`src/rtl/screen_sequencer_if.sv`:
```
// Button/event pulses into the screen sequencer and screen-select outputs toward the VGA mux.
// master = stimulus/controller side, slave = sequencer side.
interface screen_sequencer_if;
    logic       btn_start;
    logic       btn_nav;
    logic       btn_ok;
    logic       btn_back;
    logic       game_win;
    logic       game_lose;
    logic [3:0] vga_control;
    logic       blink;
    logic       menu_sel;
    logic       game_en;
    logic       game_rst;

    modport master (
        output btn_start, btn_nav, btn_ok, btn_back, game_win, game_lose,
        input  vga_control, blink, menu_sel, game_en, game_rst
    );

    modport slave (
        input  btn_start, btn_nav, btn_ok, btn_back, game_win, game_lose,
        output vga_control, blink, menu_sel, game_en, game_rst
    );
endinterface

```
`src/rtl/screen_sequencer.sv`:
```
// Game-flow FSM: power-up -> intro -> menu -> tutorial/stage -> win/lose, driving the VGA screen code.
// Latency: inputs sampled on a cycle are reflected on outputs after the next clk edge (all outputs registered).
// Backpressure: none; every input is a one-cycle pulse and is either consumed or ignored in the cycle it arrives.
module screen_sequencer #(
    parameter int POWERUP_CYC = 100,
    parameter int BLINK_HALF  = 50_000_000,
    parameter int RESULT_CYC  = 300_000_000,
    parameter int CNT_W       = 32
) (
    input  logic               clk,
    input  logic               clr,
    screen_sequencer_if.slave  bus
);

    typedef enum logic [3:0] {
        S_OFF      = 4'd0,
        S_INTRO    = 4'd1,
        S_MENU     = 4'd2,
        S_TUTORIAL = 4'd3,
        S_STAGE    = 4'd4,
        S_WIN      = 4'd5,
        S_LOSE     = 4'd6
    } state_t;

    localparam logic [CNT_W-1:0] POWERUP_LAST = CNT_W'(POWERUP_CYC - 1);
    localparam logic [CNT_W-1:0] BLINK_LAST   = CNT_W'(BLINK_HALF - 1);
    localparam logic [CNT_W-1:0] RESULT_LAST  = CNT_W'(RESULT_CYC - 1);

    state_t           state_q;
    state_t           state_nxt;
    logic [CNT_W-1:0] timer_q;
    logic [CNT_W-1:0] timer_nxt;
    logic             blink_q;
    logic             blink_nxt;
    logic             menu_sel_q;
    logic             menu_sel_nxt;
    logic             game_en_q;
    logic             game_en_nxt;
    logic             game_rst_q;
    logic             game_rst_nxt;
    logic             state_chg;
    logic             blink_wrap;

    // State, shared timer and every output live in one register bank so clr clears them together.
    always_ff @(posedge clk or negedge clr) begin
        if (!clr) begin
            state_q    <= S_OFF;
            timer_q    <= '0;
            blink_q    <= 1'b0;
            menu_sel_q <= 1'b0;
            game_en_q  <= 1'b0;
            game_rst_q <= 1'b0;
        end else begin
            state_q    <= state_nxt;
            timer_q    <= timer_nxt;
            blink_q    <= blink_nxt;
            menu_sel_q <= menu_sel_nxt;
            game_en_q  <= game_en_nxt;
            game_rst_q <= game_rst_nxt;
        end
    end

    always_comb begin
        state_nxt = state_q;
        case (state_q)
            S_OFF: begin
                if (timer_q == POWERUP_LAST) state_nxt = S_INTRO;
            end
            S_INTRO: begin
                if (bus.btn_start) state_nxt = S_MENU;
            end
            S_MENU: begin
                // Confirm uses the cursor as it stood before any same-cycle nav pulse.
                if (bus.btn_ok) state_nxt = menu_sel_q ? S_TUTORIAL : S_STAGE;
            end
            S_TUTORIAL: begin
                if (bus.btn_ok || bus.btn_back) state_nxt = S_MENU;
            end
            S_STAGE: begin
                if (bus.game_lose)     state_nxt = S_LOSE;
                else if (bus.game_win) state_nxt = S_WIN;
            end
            S_WIN, S_LOSE: begin
                if (bus.btn_ok || timer_q == RESULT_LAST) state_nxt = S_MENU;
            end
            default: state_nxt = S_OFF;
        endcase
    end

    assign state_chg  = (state_nxt != state_q);
    assign blink_wrap = (state_q == S_INTRO) && (timer_q == BLINK_LAST);

    always_comb begin
        timer_nxt    = timer_q;
        blink_nxt    = blink_q;
        menu_sel_nxt = menu_sel_q;
        game_en_nxt  = 1'b0;
        game_rst_nxt = 1'b0;

        if (state_chg || blink_wrap) begin
            timer_nxt = '0;
        end else if (!(&timer_q)) begin
            timer_nxt = timer_q + 1'b1;
        end

        // Blink only ever runs inside INTRO; leaving INTRO forces it low on the same edge.
        if (state_nxt != S_INTRO) begin
            blink_nxt = 1'b0;
        end else if (blink_wrap) begin
            blink_nxt = ~blink_q;
        end

        if (state_q == S_MENU && bus.btn_nav && !bus.btn_ok) begin
            menu_sel_nxt = ~menu_sel_q;
        end

        if (state_nxt == S_STAGE) begin
            game_en_nxt  = 1'b1;
            game_rst_nxt = (state_q != S_STAGE);
        end
    end

    assign bus.vga_control = state_q;
    assign bus.blink       = blink_q;
    assign bus.menu_sel    = menu_sel_q;
    assign bus.game_en     = game_en_q;
    assign bus.game_rst    = game_rst_q;

endmodule
```
`src/flat_wrapper.sv`:
```
// flat-port wrapper written by rule: the top's interface ports become plain ports
module screen_sequencer_flat 
#(
    parameter int POWERUP_CYC = 100,
    parameter int BLINK_HALF  = 50_000_000,
    parameter int RESULT_CYC  = 300_000_000,
    parameter int CNT_W       = 32
)
  (clk, clr, bus_btn_start, bus_btn_nav, bus_btn_ok, bus_btn_back, bus_game_win, bus_game_lose, bus_vga_control, bus_blink, bus_menu_sel, bus_game_en, bus_game_rst);
  screen_sequencer_if bus_i ();
  input  logic clk;
  input  logic clr;
  input wire logic [$bits(bus_i.btn_start)-1:0] bus_btn_start;
  input wire logic [$bits(bus_i.btn_nav)-1:0] bus_btn_nav;
  input wire logic [$bits(bus_i.btn_ok)-1:0] bus_btn_ok;
  input wire logic [$bits(bus_i.btn_back)-1:0] bus_btn_back;
  input wire logic [$bits(bus_i.game_win)-1:0] bus_game_win;
  input wire logic [$bits(bus_i.game_lose)-1:0] bus_game_lose;
  output wire logic [$bits(bus_i.vga_control)-1:0] bus_vga_control;
  output wire logic [$bits(bus_i.blink)-1:0] bus_blink;
  output wire logic [$bits(bus_i.menu_sel)-1:0] bus_menu_sel;
  output wire logic [$bits(bus_i.game_en)-1:0] bus_game_en;
  output wire logic [$bits(bus_i.game_rst)-1:0] bus_game_rst;
  assign bus_i.btn_start = bus_btn_start;
  assign bus_i.btn_nav = bus_btn_nav;
  assign bus_i.btn_ok = bus_btn_ok;
  assign bus_i.btn_back = bus_btn_back;
  assign bus_i.game_win = bus_game_win;
  assign bus_i.game_lose = bus_game_lose;
  assign bus_vga_control = bus_i.vga_control;
  assign bus_blink = bus_i.blink;
  assign bus_menu_sel = bus_i.menu_sel;
  assign bus_game_en = bus_i.game_en;
  assign bus_game_rst = bus_i.game_rst;
  screen_sequencer #(.POWERUP_CYC(POWERUP_CYC), .BLINK_HALF(BLINK_HALF), .RESULT_CYC(RESULT_CYC), .CNT_W(CNT_W)) u_core (.clk(clk), .clr(clr), .bus(bus_i));
endmodule
```
`config.mk`:
```
export PLATFORM = sky130hd
export DESIGN_NAME = screen_sequencer_flat
export DESIGN_NICKNAME = d
export VERILOG_FILES = /design/src/rtl/screen_sequencer_if.sv /design/src/rtl/screen_sequencer.sv /design/src/flat_wrapper.sv
export SDC_FILE = /design/constraint.sdc
export NUM_CORES = 1
export LEC_CHECK = 0
export ABC_AREA = 1
export CORE_MARGIN = 2
export CORE_UTILIZATION = 30
export DETAILED_ROUTE_END_ITERATION = 7
export GPL_ROUTABILITY_DRIVEN = 0
export SETUP_SLACK_MARGIN = 0.1
export SLEW_MARGIN = 15
export SYNTH_ARGS = -nofsm -noshare
export SYNTH_HDL_FRONTEND = slang
export SYNTH_SLANG_ARGS = --single-unit
```
`constraint.sdc`:
```
create_clock -name clk -period 2.7 [get_ports clk]
set_input_delay 0.81 -clock clk [delete_from_list [all_inputs] [get_ports clk]]
set_output_delay 0.81 -clock clk [all_outputs]
set_load 0.01 [all_outputs]
```
* Yosys cells after proc, flatten, opt, wreduce, memory -nomap -nowiden
Index checks and enable logic that the tools add are counted.
** Word-level totals
- Bits in registers :: 40
- Bits of input ports :: 8
- Output and inout bits :: 8
- Word-level logic and storage cells :: 49
** Cells by class
- Add/subtract/negate cells :: 1
- Equality and inequality tests :: 14
- Muxes and demuxes :: 15
- Bitwise logic cells :: 2
- Reduce and logical (&&, ||, !) cells :: 11
** Operators by type and width (count)
- 2-to-1 mux 32 bit :: 2
- adder 32 x 1 -> 32 bit (second input constant) :: 1
- equality test 32 x 26 -> 1 bit (second input constant) :: 1
- equality test 32 x 29 -> 1 bit (second input constant) :: 1
- equality test 32 x 7 -> 1 bit (second input constant) :: 1
- AND reduction 32 bit :: 1
- 2-to-1 mux 4 bit :: 7
- case mux 4 bit (6 select lines) :: 1
- equality test 4 x 3 -> 1 bit (second input constant) :: 4
- equality test 4 x 2 -> 1 bit (second input constant) :: 2
- equality test 4 x 1 -> 1 bit (second input constant) :: 1
- zero test 4 bit :: 1
- 2-to-1 mux 1 bit :: 4
- inequality test 4 x 1 -> 1 bit (second input constant) :: 1
- inequality test 4 x 3 -> 1 bit (second input constant) :: 1
- inequality test 4 bit :: 1
- logical AND 1 bit :: 3
- logical OR 1 bit :: 3
- 2-to-1 mux 3 bit :: 1
- inequality test 2 x 1 -> 1 bit (second input constant) :: 1
- NOT 1 bit :: 2
- nonzero test 2 bit :: 1
- OR reduction 2 bit :: 1
- zero test 1 bit :: 1

* Depth between registers and ports, before layout
- Depth after elaboration :: 7
- Gate-level depth with buffers :: 15
- Gate-level depth less buffers :: 14

* Worst setup path after synthesis
OpenSTA, ideal clock, no wires.
- Kind :: input -> register
- From :: input bus_btn_ok
- To :: register u_core.timer_q[31]
- Setup time :: 68 ps
- Arrival time :: 1909 ps
- Setup slack :: 723 ps
- Stages :: 11
- Buffers on the path :: 1
- Path through :: inv_1 > nor2_1 > o21ai_0 > nor2_1 > nand2_2 > nand2_1 > nand2_2 > nor2_4 > nand2_4 > buf_8 > nor2_4
** On the way
- Longest elaborated chain between the ends :: 6
** Ends and longest elaborated chain
- start: declaration :: RTL line flat_wrapper.sv:15 : input wire logic [$bits(bus_i.btn_ok)-1:0] bus_btn_ok;
- logical OR 1 bit (on tied branches) :: RTL line screen_sequencer.sv:84, screen_sequencer.sv:77
- 2-to-1 mux 4 bit (on tied branches) :: RTL line screen_sequencer.sv:84, screen_sequencer.sv:77
- case mux 4 bit (6 select lines) * :: RTL line screen_sequencer.sv:65 : case (state_q)
- named net u_core.state_nxt[1] :: RTL line screen_sequencer.sv:30 : state_t state_nxt;
- inequality test 4 bit * :: RTL line screen_sequencer.sv:90 : assign state_chg = (state_nxt != state_q);
- logical OR 1 bit * :: RTL line screen_sequencer.sv:100 : if (state_chg || blink_wrap) begin
- inequality test 2 x 1 -> 1 bit (no source line) / 2-to-1 mux 32 bit (equally long branches)
- end signal: assignment :: RTL line screen_sequencer.sv:55 : timer_q <= timer_nxt;
- end: declaration :: RTL line screen_sequencer.sv:31 : logic [CNT_W-1:0] timer_q;
The timed path passes the listed nets; every way through them passes the cells marked *.
A chain may end at the register's enable or synchronous reset.

* Worst setup path in the final report
- From :: input bus_btn_ok
- To :: register u_core.timer_q[21]
Same word-level chain as after synthesis.

==> results.yml <==
power_and_ir_drop:
  power_density_nw_per_um2: 379
  fin_total_pwr_mw: 1.19
  vdd_ir_drop_max_mv: 0.256
  leakagePower_nw: 1.30
global_routing:
  grt_pass1_wl_um: 11400
  grt-busiest-layer: "met2"
  grt_pass1_vias: 2385
  grt_max_degree: 41
  met1_usage_pct: 19.5
  use_met3_pct: 2.60
  grt_usage_pct: 14.2
  grt_use_met2_pct: 23.1
  overflow: 0
  antenna_found_initial: 0
die:
  start_util_pct: 31.0
  die_y_um: 99.2
  num_rows: 34
  pin_count: 16
  die_area_um2: 9840
  die_x_um: 99.2
  core_area_um2: 8760
timing:
  max_freq_mhz: 437
  skew_ps: 8.13
  period_share_pct: 84.8
  tightest_slew_ps: 548
  final_max_slew_viol_count: 0
  rsz0062_at_grt: "no"
  setup_violations: 0
  finalHoldViolCount: 0
  slew_headroom_pct: 63.1
  final.setup.tns_ps: 0
  layout_min_cycle_time_ps: 2290
synth:
  synth_flop_cell: "dfrtp_1"
  yosysSeqAreaShare_pct: 36.8
  avgSynthCellArea_um2: 7.07
  synth-seq-cells: 40
  synth_area_leader_cell: "dfrtp_1"
  synth_edf_count: 0
  synth.top_cell.area_share_pct: 36.8
  yosysWarnings: 0
  synth_cell_types: 28
  async_flop_share_pct: 100
  syn_inst: 385
  syn_nets: 394
  synth_most_common_cell: "nand2_1"
  syn_area_um2: 2720
  netlist_top_cells_count: "79 x nand2_1, 61 x nor2_1, 56 x inv_1"
  synthTopCellsByArea: "dfrtp_1 37%, nand2_1 11%, nor2_1 8.4%, inv_1 7.7%, nand3_1 6.1%"
hold_path:
  min_path_type: "in2async"
finish:
  nNetsFinal: 415
  stdcell_count: 515
  fin_area_um2: 3130
  multiInputGateArea_um2: 1440
  antennaDiodeCount: 0
  fillers: 941
  fin_util_pct: 35.7
  drive_gt1_share_pct: 12.5
  area_growth_pct: 15.0
  final-seq-area_um2: 1000
routing:
  routed_via_density: 4.70
  drc: 0
  wl_um: 6480
  wl_per_cell_um: 12.6
  ant_nets: 0
  firstDrtPassIters: 4
  drtIter0Drc: 99
  vias: 2421
worst_setup_path:
  crit_type: "in2reg"
  rr_worst_depth: 10
  crit_path_start_kind: "input pin"
  cp_max_fo: 15
  arrival_ps: 2530
  endpoint_kind: "flop"
  worstPathRequired_ps: 2940
cts:
  post_cts_resize_count: 0
  cts_buffers: 5
  cts_tree: "built"
  cts_hold_buf: 0
  cts_sinks: 40
  clk_latency_ps: 300
  clockBufferDepth: 2
  cts.clk_slew.worst_paths_ps: 80
  post_cts_buffers: 0
  cts-htree-levels: 2
  root_buffer: "clkbuf_8"
place:
  io_buffers: 15
  post_dp_cell_area_um2: 3020
  dp.cells: 507
  hpwl_um: 5070
run:
  cap_viol_max_count: 0
run_status:
  outcome: "finished clean"
[metal layers]
metal | routed length [um] | vias to the layer above
li1 | - | 1248
met1 | 3140 | 1133
met2 | 3020 | 32
met3 | 253 | 8
met4 | 66 | 0
met5 | 0 | -
[final cells by class]
| type | instances | share of cell area [%] |
|---|---|---|
| repair buffers | 20 | 7.04 |
| inverters | 58 | 6.96 |
| flip-flops and latches | 40 | 32.0 |
| clock buffers | 5 | 2.20 |
| well taps | 108 | 4.32 |
| multi-input cells | 281 | 46.1 |
| clock inverters | 3 | 1.36 |
[kinds of logic (layout without fill, tap and decap cells)]
family	Yosys count	in the layout	synth area share, %
other cells	1	1	0.138
mux	1	1	0.368
compound gates	14	14	2.67
fa+ha+maj	1	1	0.460
simple gates	243	243	42.6
buf+inv	64	86	10.2
xor+xnor	21	21	6.76
flops	40	40	36.8
[power by group]
group / switching (mW) / internal, mW / leakage (nW)
clock: 0.224 / 0.274 / 0.0541
combinational: 0.0428 / 0.0335 / 0.688
sequential: 0.00812 / 0.604 / 0.554
[final timing paths]
| path | slack, ps | start | to |
|---|---|---|---|
| max in group asynchronous | 2040 | clr | u_core.timer_q[2] |
| min in group clk | 530 | u_core.bus.menu_sel | u_core.bus.menu_sel |
| hold reg to reg | 530 | u_core.bus.menu_sel | u_core.bus.menu_sel |
| setup / recovery | 410 | bus_btn_ok | u_core.timer_q[21] |
| setup reg to reg | 540 | u_core.timer_q[1] | u_core.timer_q[30] |
| hold / removal | 460 | clr | u_core.timer_q[21] |
[placed cells by master, fill, tap and decap left out, types with 2 or more instances in the layout]
cell type / netlist / routed
buf_12: 0 / 3
buf_4: 0 / 2
clkbuf_8: 0 / 5
clkdlybuf4s50_1: 0 / 14
dfrtp_1: 40 / 40
inv_1: 56 / 56
inv_2: 2 / 2
nand2_1: 79 / 79
nand2_2: 7 / 7
nand3_1: 33 / 33
nand3_2: 2 / 2
nand4_1: 15 / 15
nor2_1: 61 / 61
nor2_2: 18 / 18
nor2_4: 6 / 6
nor3_1: 14 / 14
nor4_1: 3 / 3
o21ai_0: 12 / 12
o22ai_1: 2 / 2
xnor2_1: 3 / 3
xor2_1: 18 / 18
[critical path: stages]
cell             delay [ps]
clkdlybuf4s50_1         480
inv_1                    70
nor2_1                  120
o21ai_0                 100
nor2_1                  210
nand2_2                 110
nand2_1                  80
nand2_2                  60
nor2_4                  130
nand2_4                  80
buf_12                  170
nor2_1                  100
[flip-flops by register name, indices dropped and copies added (netlist names)]
register,flops
u_core.bus.blink,1
u_core.bus.game_en,1
u_core.bus.game_rst,1
u_core.bus.menu_sel,1
u_core.bus.vga_control,4
u_core.timer_q,32
[through the flow]
stage | hold slack, ps | setup slack (ps)
6_report | 460 | 410
5_1_grt | 485 | 242
4_1_cts | 472 | 401
3_5_place_dp | 522 | 87.5
3_3_place_gp | 524 | 157
2_1_floorplan | 514 | 723
(Power assumes the default switching activity.)
